`config.mk`:
```
export PLATFORM = sky130hd
export DESIGN_NAME = hazard_unit_flat
export DESIGN_NICKNAME = d
export VERILOG_FILES = /design/src/rtl/hazard_unit_if.sv /design/src/rtl/hazard_unit.sv /design/src/flat_wrapper.sv
export SDC_FILE = /design/constraint.sdc
export NUM_CORES = 1
export LEC_CHECK = 0
export BUFFER_PORTS_ARGS = -buffer_cell sky130_fd_sc_hd__buf_2
export CAP_MARGIN = 0
export CELL_PAD_IN_SITES_DETAIL_PLACEMENT = 1
export CELL_PAD_IN_SITES_GLOBAL_PLACEMENT = 2
export CORE_MARGIN = 1.5
export CORE_UTILIZATION = 37
export CTS_BUF_LIST = sky130_fd_sc_hd__clkbuf_8
export CTS_CLUSTER_SIZE = 10
export DETAILED_ROUTE_END_ITERATION = 10
export GPL_TIMING_DRIVEN = 0
export PLACE_DENSITY = 0.95
export REMOVE_ABC_BUFFERS = 1
export SLEW_MARGIN = 20
export SYNTH_ARGS = -nofsm -noshare
export SYNTH_HDL_FRONTEND = slang
export SYNTH_SLANG_ARGS = --single-unit
```
`constraint.sdc`:
```
create_clock -name clk_i -period 3.91 [get_ports clk_i]
set_input_delay 0.391 -clock clk_i [delete_from_list [all_inputs] [get_ports clk_i]]
set_output_delay 0.391 -clock clk_i [all_outputs]
set_load 0.05 [all_outputs]
```
`src/rtl/hazard_unit_if.sv`:
```
// Decode-stage hazard control bundle: pipeline-side signals into the hazard unit
// and the stall/flush/scoreboard controls coming back out.
interface hazard_unit_if #(
    parameter int CNT_W = 16
);
    logic             id_issue_i;
    logic [4:0]       id_rs1_i;
    logic [4:0]       id_rs2_i;
    logic             id_uses_rs1_i;
    logic             id_uses_rs2_i;
    logic [4:0]       id_rd_i;
    logic             id_is_load_i;
    logic             wb_valid_i;
    logic [4:0]       wb_rd_i;
    logic             branch_taken_i;
    logic             dmem_stall_i;

    logic             stall_if_o;
    logic             stall_id_o;
    logic             bubble_ex_o;
    logic             freeze_o;
    logic             flush_if_o;
    logic             flush_id_o;
    logic [31:0]      busy_o;
    logic [CNT_W-1:0] stall_cnt_o;
    logic             hang_o;

    modport master (
        output id_issue_i, id_rs1_i, id_rs2_i, id_uses_rs1_i, id_uses_rs2_i,
               id_rd_i, id_is_load_i, wb_valid_i, wb_rd_i, branch_taken_i,
               dmem_stall_i,
        input  stall_if_o, stall_id_o, bubble_ex_o, freeze_o, flush_if_o,
               flush_id_o, busy_o, stall_cnt_o, hang_o
    );

    modport slave (
        input  id_issue_i, id_rs1_i, id_rs2_i, id_uses_rs1_i, id_uses_rs2_i,
               id_rd_i, id_is_load_i, wb_valid_i, wb_rd_i, branch_taken_i,
               dmem_stall_i,
        output stall_if_o, stall_id_o, bubble_ex_o, freeze_o, flush_if_o,
               flush_id_o, busy_o, stall_cnt_o, hang_o
    );
endinterface

```
`src/rtl/hazard_unit.sv`:
```
// Load-use hazard detection with an in-flight load scoreboard, stall/flush
// priority resolution, a saturating stall counter and a stuck-stall watchdog.
module hazard_unit #(
    parameter int CNT_W      = 16,
    parameter int HANG_LIMIT = 1024
) (
    input  logic         clk_i,
    input  logic         rst_ni,
    hazard_unit_if.slave hz
);
    localparam int RUN_W = $clog2(HANG_LIMIT + 1);
    localparam logic [RUN_W-1:0] RUN_LIMIT = RUN_W'(HANG_LIMIT);

    logic [31:0]      busy;
    logic [CNT_W-1:0] stall_cnt;
    logic [RUN_W-1:0] run_cnt;
    logic             hang;

    logic        haz_rs1;
    logic        haz_rs2;
    logic        lu;
    logic        lu_stall;
    logic        advance;
    logic [31:0] set_mask;
    logic [31:0] clr_mask;

    function automatic logic [CNT_W-1:0] cnt_sat_inc(input logic [CNT_W-1:0] v);
        return (&v) ? v : v + 1'b1;
    endfunction

    function automatic logic [RUN_W-1:0] run_sat_inc(input logic [RUN_W-1:0] v);
        return (v == RUN_LIMIT) ? v : v + 1'b1;
    endfunction

    // A writeback landing this cycle is bypassed to ID, so it never causes a stall.
    always_comb begin
        haz_rs1 = hz.id_issue_i & hz.id_uses_rs1_i & (hz.id_rs1_i != 5'd0)
                & busy[hz.id_rs1_i]
                & ~(hz.wb_valid_i & (hz.wb_rd_i == hz.id_rs1_i));
        haz_rs2 = hz.id_issue_i & hz.id_uses_rs2_i & (hz.id_rs2_i != 5'd0)
                & busy[hz.id_rs2_i]
                & ~(hz.wb_valid_i & (hz.wb_rd_i == hz.id_rs2_i));
        lu       = haz_rs1 | haz_rs2;
        lu_stall = lu & ~hz.dmem_stall_i & ~hz.branch_taken_i;
        advance  = hz.id_issue_i & ~hz.dmem_stall_i & ~hz.branch_taken_i & ~lu;
    end

    always_comb begin
        hz.stall_if_o  = 1'b0;
        hz.stall_id_o  = 1'b0;
        hz.bubble_ex_o = 1'b0;
        hz.freeze_o    = 1'b0;
        hz.flush_if_o  = 1'b0;
        hz.flush_id_o  = 1'b0;
        if (hz.dmem_stall_i) begin
            hz.stall_if_o = 1'b1;
            hz.stall_id_o = 1'b1;
            hz.freeze_o   = 1'b1;
        end else if (hz.branch_taken_i) begin
            hz.flush_if_o = 1'b1;
            hz.flush_id_o = 1'b1;
        end else if (lu) begin
            hz.stall_if_o  = 1'b1;
            hz.stall_id_o  = 1'b1;
            hz.bubble_ex_o = 1'b1;
        end
    end

    always_comb begin
        set_mask = '0;
        clr_mask = '0;
        if (advance && hz.id_is_load_i && (hz.id_rd_i != 5'd0))
            set_mask = 32'd1 << hz.id_rd_i;
        if (hz.wb_valid_i && (hz.wb_rd_i != 5'd0))
            clr_mask = 32'd1 << hz.wb_rd_i;
    end

    // Set is applied after clear so a newer load to the same register stays pending.
    always_ff @(posedge clk_i or negedge rst_ni) begin
        if (!rst_ni) begin
            busy <= '0;
        end else begin
            busy <= ((busy & ~clr_mask) | set_mask) & ~32'd1;
        end
    end

    always_ff @(posedge clk_i or negedge rst_ni) begin
        if (!rst_ni) begin
            stall_cnt <= '0;
            run_cnt   <= '0;
            hang      <= 1'b0;
        end else begin
            if (lu_stall) begin
                stall_cnt <= cnt_sat_inc(stall_cnt);
                run_cnt   <= run_sat_inc(run_cnt);
                if (run_sat_inc(run_cnt) == RUN_LIMIT)
                    hang <= 1'b1;
            end else if (!hz.dmem_stall_i) begin
                run_cnt <= '0;
            end
        end
    end

    assign hz.busy_o      = busy;
    assign hz.stall_cnt_o = stall_cnt;
    assign hz.hang_o      = hang;
endmodule
```
`src/flat_wrapper.sv`:
```
// flat-port wrapper written by rule: the top's interface ports become plain ports
module hazard_unit_flat 
#(
    parameter int CNT_W      = 16,
    parameter int HANG_LIMIT = 1024
)
  (clk_i, rst_ni, hz_id_issue_i, hz_id_rs1_i, hz_id_rs2_i, hz_id_uses_rs1_i, hz_id_uses_rs2_i, hz_id_rd_i, hz_id_is_load_i, hz_wb_valid_i, hz_wb_rd_i, hz_branch_taken_i, hz_dmem_stall_i, hz_stall_if_o, hz_stall_id_o, hz_bubble_ex_o, hz_freeze_o, hz_flush_if_o, hz_flush_id_o, hz_busy_o, hz_stall_cnt_o, hz_hang_o);
  hazard_unit_if #(.CNT_W(CNT_W)) hz_i ();
  input  logic clk_i;
  input  logic rst_ni;
  input wire logic [$bits(hz_i.id_issue_i)-1:0] hz_id_issue_i;
  input wire logic [$bits(hz_i.id_rs1_i)-1:0] hz_id_rs1_i;
  input wire logic [$bits(hz_i.id_rs2_i)-1:0] hz_id_rs2_i;
  input wire logic [$bits(hz_i.id_uses_rs1_i)-1:0] hz_id_uses_rs1_i;
  input wire logic [$bits(hz_i.id_uses_rs2_i)-1:0] hz_id_uses_rs2_i;
  input wire logic [$bits(hz_i.id_rd_i)-1:0] hz_id_rd_i;
  input wire logic [$bits(hz_i.id_is_load_i)-1:0] hz_id_is_load_i;
  input wire logic [$bits(hz_i.wb_valid_i)-1:0] hz_wb_valid_i;
  input wire logic [$bits(hz_i.wb_rd_i)-1:0] hz_wb_rd_i;
  input wire logic [$bits(hz_i.branch_taken_i)-1:0] hz_branch_taken_i;
  input wire logic [$bits(hz_i.dmem_stall_i)-1:0] hz_dmem_stall_i;
  output wire logic [$bits(hz_i.stall_if_o)-1:0] hz_stall_if_o;
  output wire logic [$bits(hz_i.stall_id_o)-1:0] hz_stall_id_o;
  output wire logic [$bits(hz_i.bubble_ex_o)-1:0] hz_bubble_ex_o;
  output wire logic [$bits(hz_i.freeze_o)-1:0] hz_freeze_o;
  output wire logic [$bits(hz_i.flush_if_o)-1:0] hz_flush_if_o;
  output wire logic [$bits(hz_i.flush_id_o)-1:0] hz_flush_id_o;
  output wire logic [$bits(hz_i.busy_o)-1:0] hz_busy_o;
  output wire logic [$bits(hz_i.stall_cnt_o)-1:0] hz_stall_cnt_o;
  output wire logic [$bits(hz_i.hang_o)-1:0] hz_hang_o;
  assign hz_i.id_issue_i = hz_id_issue_i;
  assign hz_i.id_rs1_i = hz_id_rs1_i;
  assign hz_i.id_rs2_i = hz_id_rs2_i;
  assign hz_i.id_uses_rs1_i = hz_id_uses_rs1_i;
  assign hz_i.id_uses_rs2_i = hz_id_uses_rs2_i;
  assign hz_i.id_rd_i = hz_id_rd_i;
  assign hz_i.id_is_load_i = hz_id_is_load_i;
  assign hz_i.wb_valid_i = hz_wb_valid_i;
  assign hz_i.wb_rd_i = hz_wb_rd_i;
  assign hz_i.branch_taken_i = hz_branch_taken_i;
  assign hz_i.dmem_stall_i = hz_dmem_stall_i;
  assign hz_stall_if_o = hz_i.stall_if_o;
  assign hz_stall_id_o = hz_i.stall_id_o;
  assign hz_bubble_ex_o = hz_i.bubble_ex_o;
  assign hz_freeze_o = hz_i.freeze_o;
  assign hz_flush_if_o = hz_i.flush_if_o;
  assign hz_flush_id_o = hz_i.flush_id_o;
  assign hz_busy_o = hz_i.busy_o;
  assign hz_stall_cnt_o = hz_i.stall_cnt_o;
  assign hz_hang_o = hz_i.hang_o;
  hazard_unit #(.CNT_W(CNT_W), .HANG_LIMIT(HANG_LIMIT)) u_core (.clk_i(clk_i), .rst_ni(rst_ni), .hz(hz_i));
endmodule
```
==> results.md <==
- Worst-path clk slew: 70 ps
- Post-route ant nets: 0
- Number of DRC markers in iteration 0: 213
- Max-cap viol count: 0
- Area post-placement: 0.004150 mm^2
- ANT cells: 0
- Final WL: 11620 um
- Final setup viols: 0
- Vias in the first global route: 3528
- Final count of hold timing violations: 0
- RSZ-0062 raised after global routing: no
- Top FF cell, synth: dfrtp_1
- Met2 Use GR: 0.3861
- Setup TNS Final: 0 ps
- CTS root buffer: clkbuf_8
- CTS tree: yes
- Final instance area: 0.004362 mm^2
- Port bufs: 82
- Number of synthesized register bits: 59
- Chip width: 102.9 um
- Clock Sinks: 59
- Total gr overflow: 0
- Die footprint: 0.01059 mm^2
- DPL Wire Length: 8670 um
- Worst Path Max Fanout: 28
- Leakage: 2.080 nW
- Final #Nets: 499
- Tightest Pin Transition: 759.8 ps
- Fraction of registers with async set/reset: 1.000
- Final critical-path share of the clock period: 0.9019
- Fmax: 0.2836 GHz
- Data arrival, critical path: 3140 ps
- CP Capture Type: primary output
- Worst IR Drop VDD: 300.2 uV
- R2R setup slack: 950 ps
- Max incr delay on CP: 610 ps
- Worst Clk Skew: 11.59 ps
- Vias per inst: 5.630
- Core ar.: 0.009729 mm^2
- Crit-path slowest cell: a22oi_4
- Cts hold-fix bufs: 0
- IO Count: 84
- Clk buf depth: 2
- Area grow syn2layout: 18.09%
- WP data required: 3520 ps
- Post-synth EDFFs: 0
- Initial Util: 0.3796
- GRT met3 Usage: 0.04746
- Number of gates resized after cts: 0
- Routed len/inst: 19.21 um
- Initial antenna violation count: 0
- Type of the worst setup path: in -> out
- Critical path's most frequent cell: buf_2
- Worst setup SP type: input pin
- Largest net degree at the start of global routing: 60
- Post-Syn Instances: 395
- DRC violations left: 0
- Sequential share of the synthesized area: 0.3997
- Routability cong.: 0.8907
- Mean Syn Cell Area: 9.351 um^2
- Die Y: 102.9 um
- YS warnings: 0
- Num CTS Buffers: 9
- Status: complete, no violations
- Grt met1 use: 0.3151
- Tot GR Track Use: 0.2364
- Initial DRT Pass Iterations: 4
- Synth Cell Area: 0.003694 mm^2
- H-tree levels: 3
- GR peak layer: met2
- CP cell instances: buf_2 -> mux4_1 -> nor2b_1 -> a2111oi_2 -> nor4_1 -> a22oi_4 -> inv_1 -> buf_2
- Clk_lat worst skew: 340 ps
- Row count: 36
- First-pass GRT wire length: 18700 um
- Type of the worst min-delay path: in -> async
- Via count: 3406
- PwrDens: 401.2 mW/mm^2
- Synth unique cells: 55
- Pins Over Slew Limit: 0
- Min cycle time layout: 3526 ps
- Setup bufs post-CTS: 0
- Max-slew headroom: 0.4934
- Layout cell share with drive strength beyond 1: 0.2436
-- path summary, 6_finish.rpt --
kind | cells after the start | startpoint | endpoint
min in group clk_i | 3 | hz_branch_taken_i | u_core.run_cnt[2]$_DFFE_PN0P_
worst min-delay path | 1 | rst_ni | u_core.run_cnt[1]$_DFFE_PN0P_
worst max register to register | 7 | u_core.hz.busy_o[9]$_DFF_PN0_ | u_core.run_cnt[7]$_DFFE_PN0P_
worst min register to register | 1 | u_core.hz.hang_o$_DFFE_PN0P_ | u_core.hz.hang_o$_DFFE_PN0P_
worst max-delay path | 8 | hz_id_rs2_i[0] | hz_bubble_ex_o
max in group asynchronous | 1 | rst_ni | u_core.hz.busy_o[22]$_DFF_PN0_
-- flip-flops by register name, summed over array words and instances (netlist names) --
name	flops
u_core.hz.hang_o	1
u_core.hz.busy_o	31
u_core.run_cnt	11
u_core.hz.stall_cnt_o	16
-- layout make-up --
type	count	area, um^2
clock inverters	5	60.06
repair buffers	82	412.9
multi-input cells	306	2061
inverters	9	33.78
well taps	133	166.4
fillers	1180	5368
flip-flops and latches	59	1476
clock buffers	11	151.4
-- cells by family after synthesis --
group / after synthesis / share of synthesized area
simple gates: 142 / 0.2016
other cells: 1 / 0.001015
compound gates: 105 / 0.1748
xor+xnor: 26 / 0.06165
flops: 59 / 0.3997
buf+inv: 30 / 0.04234
mux: 29 / 0.1087
fa+ha+maj: 3 / 0.01016
-- Yosys cell counts (all sizes together), types with 3 or more instances --
cell	number	area (um^2)
and3	5	31.28
o21ai	69	345.3
nand3b	7	52.55
nand2b	6	37.54
mux2	3	33.78
or2	3	18.77
nor4	4	40.04
nor2	25	93.84
xor2	17	148.9
mux4	8	187.7
a21o	4	30.03
nand3	22	110.1
mux2i	18	180.2
a22oi	3	36.28
xnor2	9	78.83
a21oi	5	25.02
clkbuf	8	30.03
nand2	35	131.4
buf	13	92.58
inv	9	33.78
a22o	3	26.28
nor3	10	55.05
a221o	3	30.03
nand4	6	37.54
nor2b	11	68.82
dfrtp	59	1476
ha	3	37.54
-- worst max-delay path: cells and delay by family --
family | cells | cell delay [ps]
AO/OA/AOI/OAI | 2 | 1000
buffers and inverters | 3 | 840
multiplexers | 1 | 600
AND/OR/NAND/NOR | 2 | 280
-- placed cells by master, fill, tap and decap left out, types with 3 or more instances in the layout --
cell type  netlist  routed
nand3_1         22      22
clkbuf_8         0      11
a21oi_1          5       5
or2_2            3       3
dfrtp_1         59      59
nand3b_1         7       7
xor2_1          17      17
inv_1            9       9
nand2b_1         6       6
xnor2_1          9       9
a221o_1          3       3
a22o_1           3       3
buf_2            5      81
nor4_1           3       3
and3_1           5       5
a21o_1           4       4
nand2_1         35      35
nand4_1          6       6
nor2b_1         11      11
o21ai_0         69      69
ha_1             3       3
mux4_2           6       6
nor2_1          25      25
nor3_1           9       9
mux2i_1         18      18
-- metal layers --
layer,vias to the layer above,wire [um]
li1,1583,-
met1,1703,4999
met2,99,5676
met3,21,672
met4,0,272
met5,-,0
-- stage by stage --
stage	hold slack (ps)	utilization	setup WS (ps)	instances	power (mW)
final	104.2	0.4483	383.6	605	1.750
after global routing	161.6	0.4483	142.7	605	1.826
after CTS	129.7	0.4483	369.4	605	1.765
after detailed placement	470.8	0.4266	368.0	589	1.169
after global placement	461.0	0.4263	395.3	589	1.153
after floorplan	95.41	-	846.4	374	1.004
-- power breakdown --
group / leakage (nW) / switching [mW] / internal, mW
Clock: 0.106 / 0.262 / 0.331
Combinational: 1.17 / 0.315 / 0.123
Sequential: 0.805 / 0.0627 / 0.656
Note: power is estimated with default switching activity, not from simulation.
